==> config.mk <==
export PLATFORM = sky130hd
export DESIGN_NAME = mul_ctrl
export DESIGN_NICKNAME = d
export VERILOG_FILES = /design/src/rtl/mul_ctrl_pkg.sv /design/src/rtl/mul_ctrl_fix.sv /design/src/rtl/mul_ctrl.sv
export SDC_FILE = /design/constraint.sdc
export NUM_CORES = 1
export LEC_CHECK = 0
export ABC_CLOCK_PERIOD_IN_PS = 3900
export CORE_MARGIN = 3
export CORE_UTILIZATION = 43
export DETAILED_ROUTE_END_ITERATION = 10
export PLACE_DENSITY = 0.78
export SYNTH_ARGS = -nofsm -noshare
export SYNTH_HDL_FRONTEND = slang
export SYNTH_HIERARCHICAL = 1
export SYNTH_SLANG_ARGS = --single-unit
==> constraint.sdc <==
create_clock -name clk_i -period 3.9 [get_ports clk_i]
set_input_delay 0.78 -clock clk_i [delete_from_list [all_inputs] [get_ports clk_i]]
set_output_delay 0.78 -clock clk_i [all_outputs]
set_load 0.005 [all_outputs]
==> src/rtl/mul_ctrl_pkg.sv <==
// Shared EXE-stage definitions for the multi-cycle multiplier sequencer:
// operand width, multiply op encodings and controller states.
`ifndef RegW
`define RegW 32
`endif

package mul_ctrl_pkg;

    localparam int REG_W = `RegW;

    typedef enum logic [1:0] {
        MUL_W    = 2'd0,
        MULH_W   = 2'd1,
        MULH_WU  = 2'd2,
        MUL_RSVD = 2'd3
    } MulOp;

    typedef enum logic [1:0] {
        IDLE = 2'd0,
        RUN  = 2'd1,
        FIX  = 2'd2,
        DONE = 2'd3
    } MulState;

endpackage

==> src/rtl/mul_ctrl_fix.sv <==
// Result word select for the signed Booth product, including the unsigned
// high-word correction. Shared by the normal completion path and the bypass.
module mul_fix
    import mul_ctrl_pkg::*;
#(
    parameter int XLEN = REG_W
) (
    input  logic [1:0]        op_i,
    input  logic [XLEN-1:0]   a_i,
    input  logic [XLEN-1:0]   b_i,
    input  logic [2*XLEN-1:0] product_i,
    output logic [XLEN-1:0]   result_o
);

    logic [XLEN-1:0] hiWord;
    logic [XLEN-1:0] loWord;
    logic [XLEN-1:0] unsignedCorr;

    // Signed product high word becomes the unsigned one by adding back each
    // operand wherever the other had its sign bit set.
    always_comb begin
        hiWord       = product_i[2*XLEN-1:XLEN];
        loWord       = product_i[XLEN-1:0];
        unsignedCorr = (a_i[XLEN-1] ? b_i : '0) + (b_i[XLEN-1] ? a_i : '0);
        case (MulOp'(op_i))
            MULH_W:  result_o = hiWord;
            MULH_WU: result_o = hiWord + unsignedCorr;
            default: result_o = loWord;
        endcase
    end

endmodule

==> src/rtl/mul_ctrl.sv <==
// EXE-stage sequencer for the multi-cycle signed multiplier: request/response
// handshakes, start-level control, flush handling and a last-result bypass.
module mul_ctrl
    import mul_ctrl_pkg::*;
#(
    parameter int XLEN      = REG_W,
    parameter bit BYPASS_EN = 1'b1
) (
    input  logic              clk_i,
    input  logic              rst_i,
    input  logic              req_valid_i,
    output logic              req_ready_o,
    input  logic [1:0]        req_op_i,
    input  logic [XLEN-1:0]   req_opd1_i,
    input  logic [XLEN-1:0]   req_opd2_i,
    input  logic              flush_i,
    output logic              resp_valid_o,
    input  logic              resp_ready_i,
    output logic [XLEN-1:0]   resp_data_o,
    output logic              busy_o,
    output logic              mult_start_o,
    output logic [XLEN-1:0]   mult_opd1_o,
    output logic [XLEN-1:0]   mult_opd2_o,
    input  logic [2*XLEN-1:0] product_i,
    input  logic              mult_end_i
);

    MulState           state_q, state_d;
    logic [1:0]        op_q, op_d;
    logic [XLEN-1:0]   opdA_q, opdA_d;
    logic [XLEN-1:0]   opdB_q, opdB_d;
    logic [2*XLEN-1:0] prod_q, prod_d;
    logic [XLEN-1:0]   respData_q, respData_d;
    logic              bypValid_q, bypValid_d;
    logic [XLEN-1:0]   bypA_q, bypA_d;
    logic [XLEN-1:0]   bypB_q, bypB_d;
    logic [2*XLEN-1:0] bypProd_q, bypProd_d;

    logic [XLEN-1:0]   fixResult;
    logic [XLEN-1:0]   bypResult;
    logic              bypHit;

    mul_fix #(.XLEN(XLEN)) u_fix (
        .op_i      (op_q),
        .a_i       (opdA_q),
        .b_i       (opdB_q),
        .product_i (prod_q),
        .result_o  (fixResult)
    );

    // The cached operands equal the request's, so the cached product with the
    // incoming op yields the same word a fresh multiply would.
    mul_fix #(.XLEN(XLEN)) u_bypFix (
        .op_i      (req_op_i),
        .a_i       (req_opd1_i),
        .b_i       (req_opd2_i),
        .product_i (bypProd_q),
        .result_o  (bypResult)
    );

    assign bypHit = BYPASS_EN && bypValid_q
                    && (bypA_q == req_opd1_i) && (bypB_q == req_opd2_i);

    always_ff @(posedge clk_i) begin
        if (rst_i) begin
            state_q    <= IDLE;
            op_q       <= 2'd0;
            opdA_q     <= '0;
            opdB_q     <= '0;
            prod_q     <= '0;
            respData_q <= '0;
            bypValid_q <= 1'b0;
            bypA_q     <= '0;
            bypB_q     <= '0;
            bypProd_q  <= '0;
        end else begin
            state_q    <= state_d;
            op_q       <= op_d;
            opdA_q     <= opdA_d;
            opdB_q     <= opdB_d;
            prod_q     <= prod_d;
            respData_q <= respData_d;
            bypValid_q <= bypValid_d;
            bypA_q     <= bypA_d;
            bypB_q     <= bypB_d;
            bypProd_q  <= bypProd_d;
        end
    end

    // Flush outranks everything; a flush with mult_end_i drops the product
    // and leaves the bypass entry untouched since FIX is never reached.
    always_comb begin
        state_d    = state_q;
        op_d       = op_q;
        opdA_d     = opdA_q;
        opdB_d     = opdB_q;
        prod_d     = prod_q;
        respData_d = respData_q;
        bypValid_d = bypValid_q;
        bypA_d     = bypA_q;
        bypB_d     = bypB_q;
        bypProd_d  = bypProd_q;
        case (state_q)
            IDLE: begin
                if (req_valid_i && !flush_i) begin
                    op_d   = req_op_i;
                    opdA_d = req_opd1_i;
                    opdB_d = req_opd2_i;
                    if (bypHit) begin
                        respData_d = bypResult;
                        state_d    = DONE;
                    end else begin
                        state_d = RUN;
                    end
                end
            end
            RUN: begin
                if (flush_i) begin
                    state_d = IDLE;
                end else if (mult_end_i) begin
                    prod_d  = product_i;
                    state_d = FIX;
                end
            end
            FIX: begin
                if (flush_i) begin
                    state_d = IDLE;
                end else begin
                    respData_d = fixResult;
                    bypValid_d = 1'b1;
                    bypA_d     = opdA_q;
                    bypB_d     = opdB_q;
                    bypProd_d  = prod_q;
                    state_d    = DONE;
                end
            end
            DONE: begin
                if (flush_i || resp_ready_i) begin
                    state_d = IDLE;
                end
            end
            default: state_d = IDLE;
        endcase
    end

    assign req_ready_o  = (state_q == IDLE);
    assign busy_o       = (state_q != IDLE);
    assign mult_start_o = (state_q == RUN);
    assign resp_valid_o = (state_q == DONE);
    assign resp_data_o  = respData_q;
    assign mult_opd1_o  = opdA_q;
    assign mult_opd2_o  = opdB_q;

endmodule

==> reports/qor.csv, run 1 <==
metric,value,unit
slowest_stage,fa_2,
min_period,3.93,ns
synthCells,2302,
ys_warn_count,6,
cellPowerDensity,310,nW/um^2
clk_path_buf_depth,3,
fin_hold_ws,0.454,ns
die_area,44300,um^2
post-place-ws,-1.02,ns
min_path_type,flop to flop,
seq_area_frac_synth,32.6,%
peakVddDrop,0.000222,V
diodes,0,
fp.coreArea,41100,um^2
drive_gt1_share,19.4,%
setup_tns,-0.0382,ns
synth_ff_type,dfxtp_1,
clockRootBuffer,clkbuf_16,
fmax,254,MHz
die_h,210,um
place_congestion,1.00,
drc,0,
grt-ovfl-total,0,
clock_latency,0.55,ns
worst_pin_slew,1.10,ns
setup_viol,2,
htreeDepth,2,
crit_path_end_kind,flop,
violations,negative setup slack,
synth_edf_count,0,
cp_max_fo,6,
critPathArrivalTime,4.37,ns
rsz0062_at_grt,true,
drt_iter0_drc,2078,
die_w,210,um
syn_area_per_cell,7.81,um^2
crit_chain,buf_6 -> and2_4 -> fa_2 -> ha_4 -> fa_2 -> a21o_1 -> nand4_1 -> a31oi_4 -> o41ai_4 -> o21ai_2 -> o221ai_2 -> buf_6 -> a21oi_2 -> xnor2_1 -> o21ai_1 -> mux2i_1 -> nor2_1 -> mux2_4,
clkTransAtPathRegs,0.06,ns
detail-route-antenna-nets,0,
async_reset_ff_share,0,%
power_leakage,0.0100,uW
start_util,43.7,%
cts_tree,done,
setup_ws,-0.0318,ns
drt_wl_total,70.1,mm
finalNetCount,2995,
synth_area,18000,um^2
critical_path_class,flop to flop,
worstHoldStart,bypProd_q[3],
finalCritPeriodShare,101,%
crit_required,4.34,ns
grt_max_degree,175,
grt_usage,30.5,%
cts.sinks,293,
finalClockSkew,0.0134,ns
place_area,22800,um^2
grt_pass1_wl,105,mm
dpl.hpwl,53.3,mm
num-fill-cells,3650,
wl_per_cell,21.3,um
rr_startpoint,mult_opd1_o[31],
cts_buffers,34,
num_vias,18561,
crit_start,mult_opd1_o[31],
cp.buffers_inverters,2,
max_slew_margin,26.6,%
cp-start-kind,flop,
final_core_util,60.0,%
area_growth,37.2,%
viasPerCell,5.65,
synth_fp_nets,2566,
slew_viol_final,0,
cp_top_family,compound AO/OA/AOI/OAI gates,
drv_cap,0,
firstDrtPassIters,6,
port_buffers,235,
antenna_found_initial,0,
grt_pass1_vias,17665,
status,finished with violations,
finalHoldViolCount,0,
io_pins,236,
ys_types,57,
worst_path_largest_cell_delay,0.42,ns
multi_input_area,11900,um^2
placementRows,74,
ys_seq_elements,293,
seq_area,5870,um^2
finalInstanceArea,24700,um^2
[synthesized netlist by cell type, types with 9 or more instances]
library cell / count / area share, %
nor4_1: 12 / 0.42
nand4_1: 21 / 0.73
nand2_1: 597 / 12
o221ai_1: 12 / 0.58
and3_1: 9 / 0.31
ha_1: 64 / 4.5
inv_1: 58 / 1.2
a21oi_1: 343 / 9.5
a221oi_1: 19 / 0.93
o21ai_0: 61 / 1.7
fa_1: 64 / 7.1
nor2b_1: 47 / 1.6
nand3_1: 11 / 0.31
and2_1: 122 / 4.2
o21ai_1: 14 / 0.39
mux2i_1: 34 / 1.9
o22ai_1: 11 / 0.38
clkbuf_1: 141 / 2.9
mux2_4: 30 / 2.5
a22oi_1: 39 / 1.6
buf_2: 11 / 0.31
xor2_1: 59 / 2.9
dfxtp_1: 293 / 33
xnor2_1: 46 / 2.2
a21o_1: 32 / 1.3
nor2_1: 70 / 1.5
[metrics by stage]
step                total power [uW]  std cells
floorplan                       3710       2302
global placement                4380       3212
detailed placement              4390       3212
CTS                             7630       3284
global route                    7880       3288
finish                          7650       3288
[state kept, by name (all words and copies together) (netlist names)]
signal and cells:
bypProd_q 64, prod_q 64, bypA_q 32, bypB_q 32, mult_opd1_o 32, mult_opd2_o 32
resp_data_o 32, op_q 2, state_q 2, bypValid_q 1
[what timing repair did]
| item | CTS | global route |
|---|---|---|
| gates cloned | 1 | 0 |
| pin swaps | 43 | 55 |
| hold buffers | 0 | 0 |
| resized for setup | 94 | 81 |
| setup buffers | 12 | 5 |
| setup endpoints to repair | 24 | 22 |
| hold endpoints to repair | 0 | 0 |
[path summary, 6_finish.rpt]
kind | endpoint | slack, ns | depth (start not counted)
hold reg to reg | bypProd_q[3] | 0.45 | 2
setup / recovery | resp_data_o[29] | -0.03 | 18
setup reg to reg | resp_data_o[29] | -0.03 | 18
hold / removal | bypProd_q[3] | 0.45 | 2
[layout by cell type, fill, tap and decap left out, types with 47 or more instances in the layout]
master	n
nand2_1	594
a21oi_1	323
buf_4	301
dfxtp_1	290
clkdlybuf4s50_1	208
and2_1	98
nor2_1	66
inv_1	58
xor2_1	57
fa_1	56
ha_1	52
o21ai_0	51
nor2b_1	47
[final cells by class]
class | instances | share of cell area, %
clock buffers | 46 | 4.05
flip-flops and latches | 293 | 23.8
clock inverters | 15 | 0.497
inverters | 59 | 0.898
repair buffers | 556 | 19.9
well taps | 532 | 2.70
multi-input cells | 1787 | 48.1
[where the power goes]
part           leakage (uW)  total (uW)  internal, uW  switching [uW]
Combinational       0.00710        1320           617             699
Sequential          0.00237        3100          3040            58.6
Clock              0.000549        3230          1880            1350
Total                0.0100        7650          5540            2110
[cells by family after synthesis]
family / count (synthesis) / share of synthesized area, %
simple gates: 910 / 22.4
buf+inv: 222 / 4.85
xor+xnor: 105 / 5.11
fa+ha+maj: 128 / 11.6
mux: 66 / 4.52
flops: 293 / 32.6
compound gates: 578 / 18.9
[worst register-to-register path, delay by kind of cell (launching register included)]
kind / cells / cell delay [ns]
compound gates: 7 / 1.23
mux: 2 / 0.49
simple gates: 3 / 0.37
flops: 1 / 0.37
fa+ha+maj: 3 / 0.94
buf+inv: 2 / 0.29
xor+xnor: 1 / 0.15
[routing by layer]
| metal | GRT usage (%) | routed length [um] |
|---|---|---|
| met3 | 5.34 | 6580 |
| met4 | 10.6 | 2380 |
| met5 | 0 | 0 |
| met1 | 46.7 | 32800 |
| met2 | 43.0 | 28400 |
(Power assumes the default switching activity.)
==> run 2: changes to the inputs <==
Settings changed: ABC_CLOCK_PERIOD_IN_PS 3900 to default, PLACE_DENSITY 0.78 to 0.67.
==> run 2 against run 1 <==
Net effect: the flow now finishes without violations; count of clock-buffer cells in the layout increased by 3; final cell count decreased by 0.21%; utilization about the same.
==> reports/qor.csv, run 2 (synthesis results as in run 1) <==
metric,value,unit,change
status,finished clean,,
power_leakage,0.00994,uW,-0.78%
area_growth,37.1,%,about the same
post-place-ws,-1.17,ns,-0.145 ns
cts.sinks,293,,unchanged
finalNetCount,2991,,-0.13%
port_buffers,235,,unchanged
place_area,22800,um^2,about the same
crit_path_end_kind,flop,,
min_path_type,flop to flop,,
grt_pass1_wl,104,mm,-0.80%
fmax,258,MHz,+1.4%
start_util,43.7,%,unchanged
clock_latency,0.54,ns,about the same
r2r_slack,0.02,ns,+0.05 ns
viasPerCell,5.52,,-2.2%
cp.buffers_inverters,3,,+1
rr_startpoint,mult_opd1_o[1],,
min_period,3.88,ns,-0.0538 ns
dpl.hpwl,52.2,mm,-2.0%
holdPathEnd,bypB_q[9],,
drv_cap,0,,unchanged
worst_pin_slew,1.08,ns,-0.0169 ns
placementRows,74,,unchanged
grt_pass1_vias,17142,,-3.0%
finalInstanceArea,24700,um^2,about the same
postCtsHoldBufs,0,,unchanged
clk_path_buf_depth,3,,unchanged
cts_buffers,34,,unchanged
die_area,44300,um^2,unchanged
crit_chain,buf_8 -> buf_12 -> and2_4 -> fa_1 -> ha_2 -> fa_2 -> a21o_1 -> nand4_1 -> a31oi_4 -> o41ai_2 -> buf_4 -> o21ai_4 -> o221ai_4 -> a21oi_2 -> xnor2_1 -> o21ai_1 -> mux2i_1 -> nor2_1 -> mux2_4,,
reg_top3,"bypProd_q x64, prod_q x64",,
io_pins,236,,unchanged
diodes,0,,unchanged
peakVddDrop,0.000250,V,+13%
cp_top_family,compound AO/OA/AOI/OAI gates,,
slowest_stage,fa_1,,
clockRootBuffer,clkbuf_16,,
fp.coreArea,41100,um^2,unchanged
detail-route-antenna-nets,0,,unchanged
rsz0062_at_grt,true,,
firstDrtPassIters,6,,unchanged
htreeDepth,2,,unchanged
critical_path_class,primary input to flop,,
drt_iter0_drc,1774,,-15%
finalHoldViolCount,0,,unchanged
drc,0,,unchanged
worst_path_largest_cell_delay,0.46,ns,+0.04 ns
hold-path-cell-count,2,,unchanged
worstHoldStart,bypB_q[9],,
slew_viol_final,0,,unchanged
layout_common_cells,"nand2_1 (594), a21oi_1 (321), buf_4 (296)",,
antenna_found_initial,1,,+1
place_congestion,0.989,,-1.5%
finalClockSkew,0.0184,ns,+0.00498 ns
power,7540,uW,-1.4%
die_h,210,um,unchanged
wl_per_cell,21.1,um,-0.98%
finalCritPeriodShare,99.4,%,-1.4 points
reg2reg_depth,16,,-2
setup_tns,0,ns,+0.0382 ns
clkTransAtPathRegs,0.06,ns,about the same
setup_viol,0,,-2
rr_endpoint,resp_data_o[29],,
grt_usage,30.4,%,-0.12 points
cp_max_fo,6,,unchanged
die_w,210,um,unchanged
drive_gt1_share,19.8,%,+0.38 points
grt_max_degree,168,,-4.0%
crit_required,4.33,ns,about the same
cts_tree,done,,
setup_ws,0.0221,ns,+0.0538 ns
cp-start-kind,primary input,,
grt-ovfl-total,0,,unchanged
critPathArrivalTime,4.31,ns,-0.06 ns
max_slew_margin,27.7,%,+1.1 points
num_vias,18121,,-2.4%
layout_commonest_cell,nand2_1,,
cellPowerDensity,306,nW/um^2,-1.4%
drt_wl_total,69.2,mm,-1.2%
[run 2: worst register-to-register path, cell delays in order (launching register included)]
cell,delay (ns)
dfxtp_2,0.35
and2_4,0.18
fa_1,0.46
ha_2,0.21
fa_2,0.39
a21o_1,0.19
nand4_1,0.14
a31oi_4,0.16
o41ai_4,0.40
o21ai_2,0.13
o221ai_2,0.23
a21oi_2,0.11
xnor2_1,0.17
o21ai_1,0.11
mux2i_1,0.18
nor2_1,0.06
mux2_4,0.30
[run 2: worst max-delay path by stage]
stage,start,to,slack (ns),cells past startpoint
floorplan,req_opd2_i[31],resp_data_o[29],-0.12,17
global placement,req_opd2_i[31],resp_data_o[24],-1.10,19
finish,req_opd1_i[31],resp_data_o[29],0.02,19
CTS,mult_opd1_o[31],resp_data_o[25],0.0006,17
global route,req_opd1_i[31],resp_data_o[17],-0.13,18
detailed placement,req_opd2_i[31],resp_data_o[24],-1.17,19
[run 2: area by class of cell]
type,count,area (um^2)
well taps,532,666
clock buffers,49,968
multi-input cells,1787,11900
repair buffers,552,4920
fillers,3720,16500
flip-flops and latches,293,5880
inverters,59,221
clock inverters,9,78.8
[run 2: routing by layer]
| layer | track usage (%) | routed length [um] | vias to the layer above |
|---|---|---|---|
| li1 | - | - | 8595 |
| met1 | 47.3 | 33200 | 8695 |
| met2 | 43.4 | 28700 | 738 |
| met3 | 4.82 | 5660 | 93 |
| met4 | 8.31 | 1730 | 0 |
| met5 | 0 | 0 | - |
[run 2: report_power, final]
group / switching [uW] / total, uW / internal [uW]
clock network: 1300 / 3090 / 1790
logic: 709 / 1340 / 636
registers: 56.6 / 3100 / 3040
total: 2070 / 7540 / 5470
[run 2: per-stage QoR]
stage	utilization, %	std cells	hold slack [ns]
floorplan	-	2302	0.436
global placement	55.4	3206	0.441
detailed placement	55.4	3206	0.447
CTS	58.8	3272	0.455
global route	60.0	3281	0.479
finish	60.0	3281	0.453
[run 2: repair_timing]
item	in CTS	in global routing
cloned	1	0
resized for setup	91	121
pin swaps	43	68
endpoints found under the setup margin	24	22
buffers inserted	8	10
==> run 3: changes to the inputs <==
Settings changed: MAX_ROUTING_LAYER from default to met4.
==> run 3 against run 2 <==
Net effect: critical endpoint is now resp_data_o[30]; die area stayed put; hold slack better by 0.00058 ns; worst setup slack worse by 0.026 ns; the run now ends with negative setup slack left; cell area decreased by 0.85%; first-iteration DRC count grew 6.5%; final cell count down 0.37%.
==> reports/qor.csv, run 3 (synthesis results as in run 1) <==
metric,value,unit,change
port_buffers,235,,unchanged
wl_per_cell,21.5,um,+2.1%
diodes,0,,unchanged
min_period,3.90,ns,+0.0260 ns
clkTransAtPathRegs,0.06,ns,about the same
die_h,210,um,unchanged
htreeDepth,2,,unchanged
reg_top3,"bypProd_q x64, prod_q x64",,
viasPerCell,5.55,,+0.46%
clockRootBuffer,clkbuf_16,,
drt_wl_total,70.4,mm,+1.7%
critical_path_class,flop to flop,,
die_w,210,um,unchanged
start_util,43.7,%,unchanged
place_congestion,1.01,,+1.8%
status,finished with violations,,
num_vias,18138,,+0.094%
cts_tree,done,,
finalNetCount,2981,,-0.33%
fp.coreArea,41100,um^2,unchanged
drive_gt1_share,18.9,%,-0.94 points
fmax,256,MHz,-0.67%
setup_viol,1,,+1
finalInstanceArea,24400,um^2,-0.85%
cp_max_fo,21,,+15
drt_iter0_drc,1890,,+6.5%
cts_buffers,35,,+2.9%
detail-route-antenna-nets,0,,unchanged
clk_path_buf_depth,3,,unchanged
dpl.hpwl,53.5,mm,+2.5%
grt_usage,32.0,%,+1.6 points
grt_pass1_vias,17530,,+2.3%
cp-start-kind,flop,,
min_path_type,flop to flop,,
violations,negative setup slack,,
slew_viol_final,0,,unchanged
clock_latency,0.55,ns,about the same
firstDrtPassIters,6,,unchanged
drv_cap,0,,unchanged
place_area,22700,um^2,-0.32%
grt_max_degree,131,,-22%
worst_pin_slew,0.993,ns,-0.0905 ns
setup_tns,-0.00390,ns,-0.00390 ns
rsz0062_at_grt,true,,
antenna_found_initial,1,,unchanged
io_pins,236,,unchanged
crit_path_end_kind,flop,,
max_slew_margin,33.8,%,+6.0 points
cellPowerDensity,308,nW/um^2,+0.62%
critPathArrivalTime,4.33,ns,+0.02 ns
crit_required,4.33,ns,about the same
cts.sinks,293,,unchanged
peakVddDrop,0.000245,V,-2.0%
die_area,44300,um^2,unchanged
final_core_util,59.5,%,-0.51 points
finalClockSkew,0.0163,ns,-0.00203 ns
placementRows,74,,unchanged
finalCritPeriodShare,100,%,+0.67 points
drc,0,,unchanged
setup_ws,-0.00390,ns,-0.0260 ns
layout_commonest_cell,nand2_1,,
grt_pass1_wl,106,mm,+1.8%
grt-ovfl-total,0,,unchanged
finalHoldViolCount,0,,unchanged
fin_hold_ws,0.454,ns,+0.000580 ns
power_leakage,0.00986,uW,-0.81%
area_growth,36.0,%,
layout_common_cells,"nand2_1 (594), a21oi_1 (328), dfxtp_1 (288)",,
[run 3: cell count changes in the layout (fill, tap and decap cells not counted), sizes merged]
cell	previous run	this run
buf	319	309
dlymetal6s2s	3	8
clkbuf	54	58
clkdlybuf4s50	210	206
clkinvlp	2	0
dlygate4sd2	14	12
bufbuf	1	0
bufinv	1	0
clkdlybuf4s15	0	1
clkinv	5	4
inv	60	59
[run 3: through the flow]
stage,setup WS (ns),cells,total power [uW]
global route,-0.0901,3269,7770
floorplan,-0.115,2302,3710
global placement,-1.04,3203,4390
finish,-0.00390,3269,7520
detailed placement,-1.07,3203,4410
CTS,0.00349,3268,7510
[run 3: critical path: stages, from the launching register on]
cell and delay (ns):
dfxtp_4 0.37, buf_6 0.21, and2_1 0.30, fa_1 0.47, ha_1 0.22, a21oi_1 0.21
o21ai_1 0.14, a21o_1 0.19, a21o_1 0.18, a21o_1 0.18, a221oi_1 0.30, o31ai_1 0.14
xnor2_1 0.16, o221ai_1 0.18, mux2i_1 0.21, nor2_1 0.05, mux2_4 0.29
[run 3: layer usage]
metal  vias to the layer above  routed length (um)  GRT usage, %
met3                       121                6540          5.85
met4                         0                2520          11.1
met5                         -                   0             -
met1                      8628               33000          47.3
met2                       830               28400          43.6
li1                       8559                   -             -
[run 3: area by class of cell]
cell class                      instances  area [um^2]
Fill cell                            3778        16700
Multi-Input combinational cell       1787        11900
Sequential cell                       293         5880
Timing Repair Buffer                  541         4770
Clock buffer                           53         1020
Tap cell                              532          666
Inverter                               59          221
Clock inverter                          4         27.5
[run 3: power breakdown]
| part | switching (uW) | internal [uW] |
|---|---|---|
| clock | 1300 | 1790 |
| combinational | 709 | 615 |
| sequential | 58.7 | 3040 |
| total | 2070 | 5450 |
[run 3: path summary, 6_finish.rpt]
check                        from              end  slack (ns)  cells after the start
setup / recovery  mult_opd1_o[31]  resp_data_o[30]      -0.004                     16
hold / removal          bypB_q[5]        bypB_q[5]        0.45                      2
setup reg to reg  mult_opd1_o[31]  resp_data_o[30]      -0.004                     16
hold reg to reg         bypB_q[5]        bypB_q[5]        0.45                      2
[run 3: timing repair]
action	CTS	global route
pin swaps	38	68
buffers inserted	8	3
hold buffers	0	0
gates resized for setup	69	131
gates cloned	1	0
setup endpoints to repair	24	21
